===== config.mk =====
export PLATFORM = sky130hd
export DESIGN_NAME = pwm_ramp_sequencer
export DESIGN_NICKNAME = d
export VERILOG_FILES = /design/src/rtl/pwm_ramp_sequencer.sv
export SDC_FILE = /design/constraint.sdc
export NUM_CORES = 1
export LEC_CHECK = 0
export BUFFER_PORTS_ARGS = -buffer_cell sky130_fd_sc_hd__buf_2
export CORE_MARGIN = 1.5
export CORE_UTILIZATION = 62
export DETAILED_ROUTE_END_ITERATION = 7
export PLACE_DENSITY = 0.85
export SYNTH_ARGS = -nofsm -noshare
export SYNTH_HDL_FRONTEND = slang
export SYNTH_SLANG_ARGS = --single-unit

===== constraint.sdc =====
create_clock -name i_clk -period 7.65 [get_ports i_clk]
set_input_delay 1.53 -clock i_clk [delete_from_list [all_inputs] [get_ports i_clk]]
set_output_delay 1.53 -clock i_clk [all_outputs]
set_load 0.02 [all_outputs]

===== src/rtl/pwm_ramp_sequencer.sv =====
// Duty-cycle sequencer: owns the PWM period counter and walks the applied duty
// toward a commanded target one percent at a time, only on period boundaries.
module pwm_ramp_sequencer #(
    parameter int CNT_W  = 8,
    parameter int DC_MAX = 100
) (
    input  logic             i_clk,
    input  logic             i_rst_n,
    input  logic             i_en,
    input  logic             i_cmd_valid,
    output logic             o_cmd_ready,
    input  logic [6:0]       i_cmd_target,
    input  logic [3:0]       i_cmd_rate,
    output logic [CNT_W-1:0] o_cnt,
    output logic             o_period_start,
    output logic [6:0]       o_duty,
    output logic             o_busy,
    output logic             o_done
);

    typedef enum logic {
        IDLE = 1'b0,
        RAMP = 1'b1
    } state_t;

    state_t           r_state;
    logic [CNT_W-1:0] r_cnt;
    logic [6:0]       r_duty;
    logic [6:0]       r_tgt;
    logic [3:0]       r_rate;
    logic [3:0]       r_wait;
    logic             r_busy;
    logic             r_done;

    state_t           w_state_nxt;
    logic [CNT_W-1:0] w_cnt_nxt;
    logic [6:0]       w_duty_nxt;
    logic [6:0]       w_tgt_nxt;
    logic [3:0]       w_rate_nxt;
    logic [3:0]       w_wait_nxt;
    logic             w_busy_nxt;
    logic             w_done_nxt;
    logic [6:0]       w_step;
    logic [6:0]       w_tgt_clamp;
    logic             w_boundary;
    logic             w_accept;

    assign o_cmd_ready    = i_en && (r_state == IDLE);
    assign w_accept       = i_cmd_valid && o_cmd_ready;
    assign w_boundary     = i_en && (r_cnt == {CNT_W{1'b1}});
    assign w_tgt_clamp    = (i_cmd_target > 7'(DC_MAX)) ? 7'(DC_MAX) : i_cmd_target;

    assign o_cnt          = r_cnt;
    assign o_period_start = (r_cnt == '0);
    assign o_duty         = r_duty;
    assign o_busy         = r_busy;
    assign o_done         = r_done;

    // done is a single-cycle pulse regardless of en, so its default is 0
    always_comb begin
        w_state_nxt = r_state;
        w_cnt_nxt   = r_cnt;
        w_duty_nxt  = r_duty;
        w_tgt_nxt   = r_tgt;
        w_rate_nxt  = r_rate;
        w_wait_nxt  = r_wait;
        w_busy_nxt  = r_busy;
        w_done_nxt  = 1'b0;
        w_step      = r_duty;

        if (i_en) begin
            w_cnt_nxt = r_cnt + CNT_W'(1);
            case (r_state)
                IDLE: begin
                    if (w_accept) begin
                        w_tgt_nxt  = w_tgt_clamp;
                        w_rate_nxt = i_cmd_rate;
                        w_wait_nxt = i_cmd_rate;
                        if (w_tgt_clamp == r_duty) begin
                            w_done_nxt = 1'b1;
                        end else begin
                            w_state_nxt = RAMP;
                            w_busy_nxt  = 1'b1;
                        end
                    end
                end
                RAMP: begin
                    if (w_boundary) begin
                        if (r_rate == 4'd0) begin
                            w_step = r_tgt;
                        end else if (r_wait != 4'd0) begin
                            w_wait_nxt = r_wait - 4'd1;
                        end else begin
                            // In RAMP duty never equals the target, so one step cannot overshoot
                            w_step     = (r_duty < r_tgt) ? r_duty + 7'd1 : r_duty - 7'd1;
                            w_wait_nxt = r_rate;
                        end
                        w_duty_nxt = w_step;
                        if (w_step == r_tgt) begin
                            w_state_nxt = IDLE;
                            w_busy_nxt  = 1'b0;
                            w_done_nxt  = 1'b1;
                        end
                    end
                end
                default: w_state_nxt = IDLE;
            endcase
        end
    end

    always_ff @(posedge i_clk) begin
        if (!i_rst_n) begin
            r_state <= IDLE;
            r_cnt   <= '0;
            r_duty  <= 7'd0;
            r_tgt   <= 7'd0;
            r_rate  <= 4'd0;
            r_wait  <= 4'd0;
            r_busy  <= 1'b0;
            r_done  <= 1'b0;
        end else begin
            r_state <= w_state_nxt;
            r_cnt   <= w_cnt_nxt;
            r_duty  <= w_duty_nxt;
            r_tgt   <= w_tgt_nxt;
            r_rate  <= w_rate_nxt;
            r_wait  <= w_wait_nxt;
            r_busy  <= w_busy_nxt;
            r_done  <= w_done_nxt;
        end
    end

endmodule


==> impl_metrics.json <==
{
  "antenna_left": 0,
  "wire_per_inst_um": 15.7,
  "top_layer": "met4",
  "first_global_vias": 2095,
  "finalCriticalPeriod_ps": 3660,
  "powerDensity_nw_per_um2": 171,
  "yosysSeqAreaShare_pct": 27.7,
  "pwr-share-clk_pct": 32.3,
  "syn_avg_cell_area_um2": 8.10,
  "numCtsBuffers": 5,
  "ir_worst_vdd_uv": 117,
  "critPathKind": "reg -> reg",
  "drt-vias-per-instance": 6.27,
  "crit_required_ps": 7820,
  "ctsHtreeMaxLevel": 2,
  "drive_above_1_share_pct": 17.4,
  "slew_viol_final": 0,
  "firstDrtPassIters": 5,
  "grt_max_degree": 34,
  "grt-ovfl-total": 0,
  "final_common_cell": "nand2_1",
  "p_sw_share_pct": 32.2,
  "internal_power_w": 0.000308,
  "fp.dieW_um": 65.0,
  "worst_pin_slew_ps": 920,
  "holdWs_ps": 484,
  "combPwrFrac_pct": 26.4,
  "gp_congestion": 0.883,
  "synthToLayoutAreaGrowth_pct": 11.6,
  "syn_area_um2": 2380,
  "cts.repair.resized": 0,
  "grt_pass1_wl_um": 9650,
  "route.met3.wl_um": 320,
  "routed_wl_um": 5820,
  "start_util_pct": 64.6,
  "fmaxAchievable_ghz": 0.273,
  "diodes": 0,
  "clk_pin_slew_ps": 70,
  "preCtsSetupSlack_ps": 4030,
  "fin_util_pct": 72.0,
  "ctsHoldBuffers": 0,
  "path_max_fanout": 11,
  "die_height_um": 65.0,
  "nets": 351,
  "finClkSkew_ps": 5.34,
  "hold_viol": 0,
  "antenna_found_initial": 0,
  "setup_ws_ps": 3990,
  "core-area_um2": 3690,
  "post_cts_buffers": 0,
  "cts_tree": "built",
  "clock_sinks": 33,
  "hpwl_um": 4170,
  "insertion_delay_ps": 290,
  "yosysWarnings": 0,
  "synth.distinct_cells": 57,
  "status": "finished, final reports clean",
  "drc_errors": 0,
  "synthFlopType": "dfxtp_1",
  "grt.total_usage_pct": 29.3,
  "vias": 2320,
  "relSlewSlack_pct": 38.4,
  "seq_power_share_pct": 41.2,
  "r2r_slack_ps": 3990,
  "synth_seq_cells": 33,
  "worstHoldPathType": "reg -> reg",
  "switching_power_w": 0.000146,
  "fp-row-count": 22,
  "synthArstFlopShare_pct": 0,
  "cts-root-buf": "clkbuf_8",
  "io_pins": 34,
  "rsz0062_at_grt": "false",
  "syn_inst": 294,
  "p_leak_nw": 1.11,
  "synth_edf_count": 0,
  "clk_path_buf_depth": 2,
  "mostFrequentLayoutCells": "nand2_1 (41), buf_2 (33), dfxtp_1 (33)",
  "finalCritPeriodShare_pct": 47.9,
  "dieArea_um2": 4220,
  "maxCapViolations": 0,
  "numPortBuffers": 33,
  "start_kind": "flop",
  "syn_nets": 324,
  "drt_iter0_markers": 209,
  "finalSetupTns_ps": 0,
  "cp.arrival_ps": 3840,
  "route.met2.wl_um": 2820,
  "drt-met1-wl_um": 2590,
  "report.final.setup_viol": 0,
  "endpoint_kind": "flop"
}
area by class of cell:
type / instances / area, um2
well taps: 48 / 60.1
inverters: 15 / 56.3
flip-flops and latches: 33 / 661
multi-input cells: 232 / 1610
repair buffers: 34 / 173
clock inverters: 1 / 5.00
fillers: 319 / 1030
clock buffers: 7 / 96.3
registers in the layout (all words and copies together) (netlist names):
| register | count |
|---|---|
| r_tgt | 7 |
| r_wait | 4 |
| o_cnt | 8 |
| o_duty | 7 |
| r_state | 1 |
| o_done | 1 |
| o_busy | 1 |
| r_rate | 4 |
final timing paths:
| check | start | end | cells past startpoint |
|---|---|---|---|
| min | r_tgt[5] | r_tgt[5] | 2 |
| max reg2reg | o_duty[4] | r_state | 12 |
| min reg2reg | r_tgt[5] | r_tgt[5] | 2 |
| max | o_duty[4] | r_state | 12 |
worst max-delay path, cell delays in order, from the launching register on:
cell and delay (ps):
dfxtp_1 570, ha_1 330, and4_1 230, a221oi_4 330, inv_1 190, ha_1 380, nand2b_1 150, nand2_1 70
a211o_1 320, a221o_1 320, a21oi_1 160, o211ai_1 130, o311a_1 350
kinds of logic after synthesis:
kind of cell,after synthesis,share of synthesized area (%)
fa+ha+maj,15,8.19
compound gates,80,25.5
buf+inv,29,5.09
xor+xnor,19,6.99
flops,33,27.7
mux,6,2.52
simple gates,112,24.0
through the flow:
stage	instances	total power, W	area [um2]
detailed placement	362	0.000307	2560
global route	370	0.000476	2660
finish	370	0.000454	2660
CTS	370	0.000453	2660
floorplan	294	0.000281	2380
global placement	362	0.000303	2560
power groups by stage:
stage,logic [W],registers (W),clock network [W]
floorplan,0.0000914,0.000189,0
global placement,0.000113,0.000190,0
detailed placement,0.000117,0.000191,0
CTS,0.000118,0.000187,0.000148
global route,0.000132,0.000188,0.000156
finish,0.000120,0.000187,0.000147
synth_stat cells (3+ instances only):
| cell | n | area, um2 |
|---|---|---|
| nor2b_1 | 8 | 50.1 |
| o221a_2 | 3 | 33.8 |
| nand4_1 | 4 | 25.0 |
| and2_1 | 12 | 75.1 |
| a211oi_1 | 4 | 30.0 |
| nand2_1 | 41 | 154 |
| nor3_1 | 5 | 25.0 |
| a21boi_0 | 8 | 60.1 |
| ha_1 | 14 | 175 |
| a21oi_1 | 20 | 100 |
| xor2_1 | 8 | 70.1 |
| inv_1 | 14 | 52.6 |
| a31oi_1 | 5 | 31.3 |
| o211ai_1 | 3 | 22.5 |
| o31ai_1 | 4 | 30.0 |
| o21ai_0 | 9 | 45.0 |
| nand3_1 | 11 | 55.1 |
| mux2i_1 | 6 | 60.1 |
| and3_1 | 4 | 25.0 |
| nor2_1 | 11 | 41.3 |
| nand2b_1 | 4 | 25.0 |
| dfxtp_1 | 33 | 661 |
| nor4_1 | 4 | 25.0 |
| xnor2_1 | 11 | 96.3 |
| clkbuf_1 | 11 | 41.3 |
layer usage:
metal | track usage, % | vias up
li1 | - | 1122
met1 | 36.9 | 1117
met2 | 49.5 | 73
met3 | 4.51 | 8
met4 | 12.0 | 0
met5 | 0 | -
Note: power is estimated with default switching activity, not from simulation.
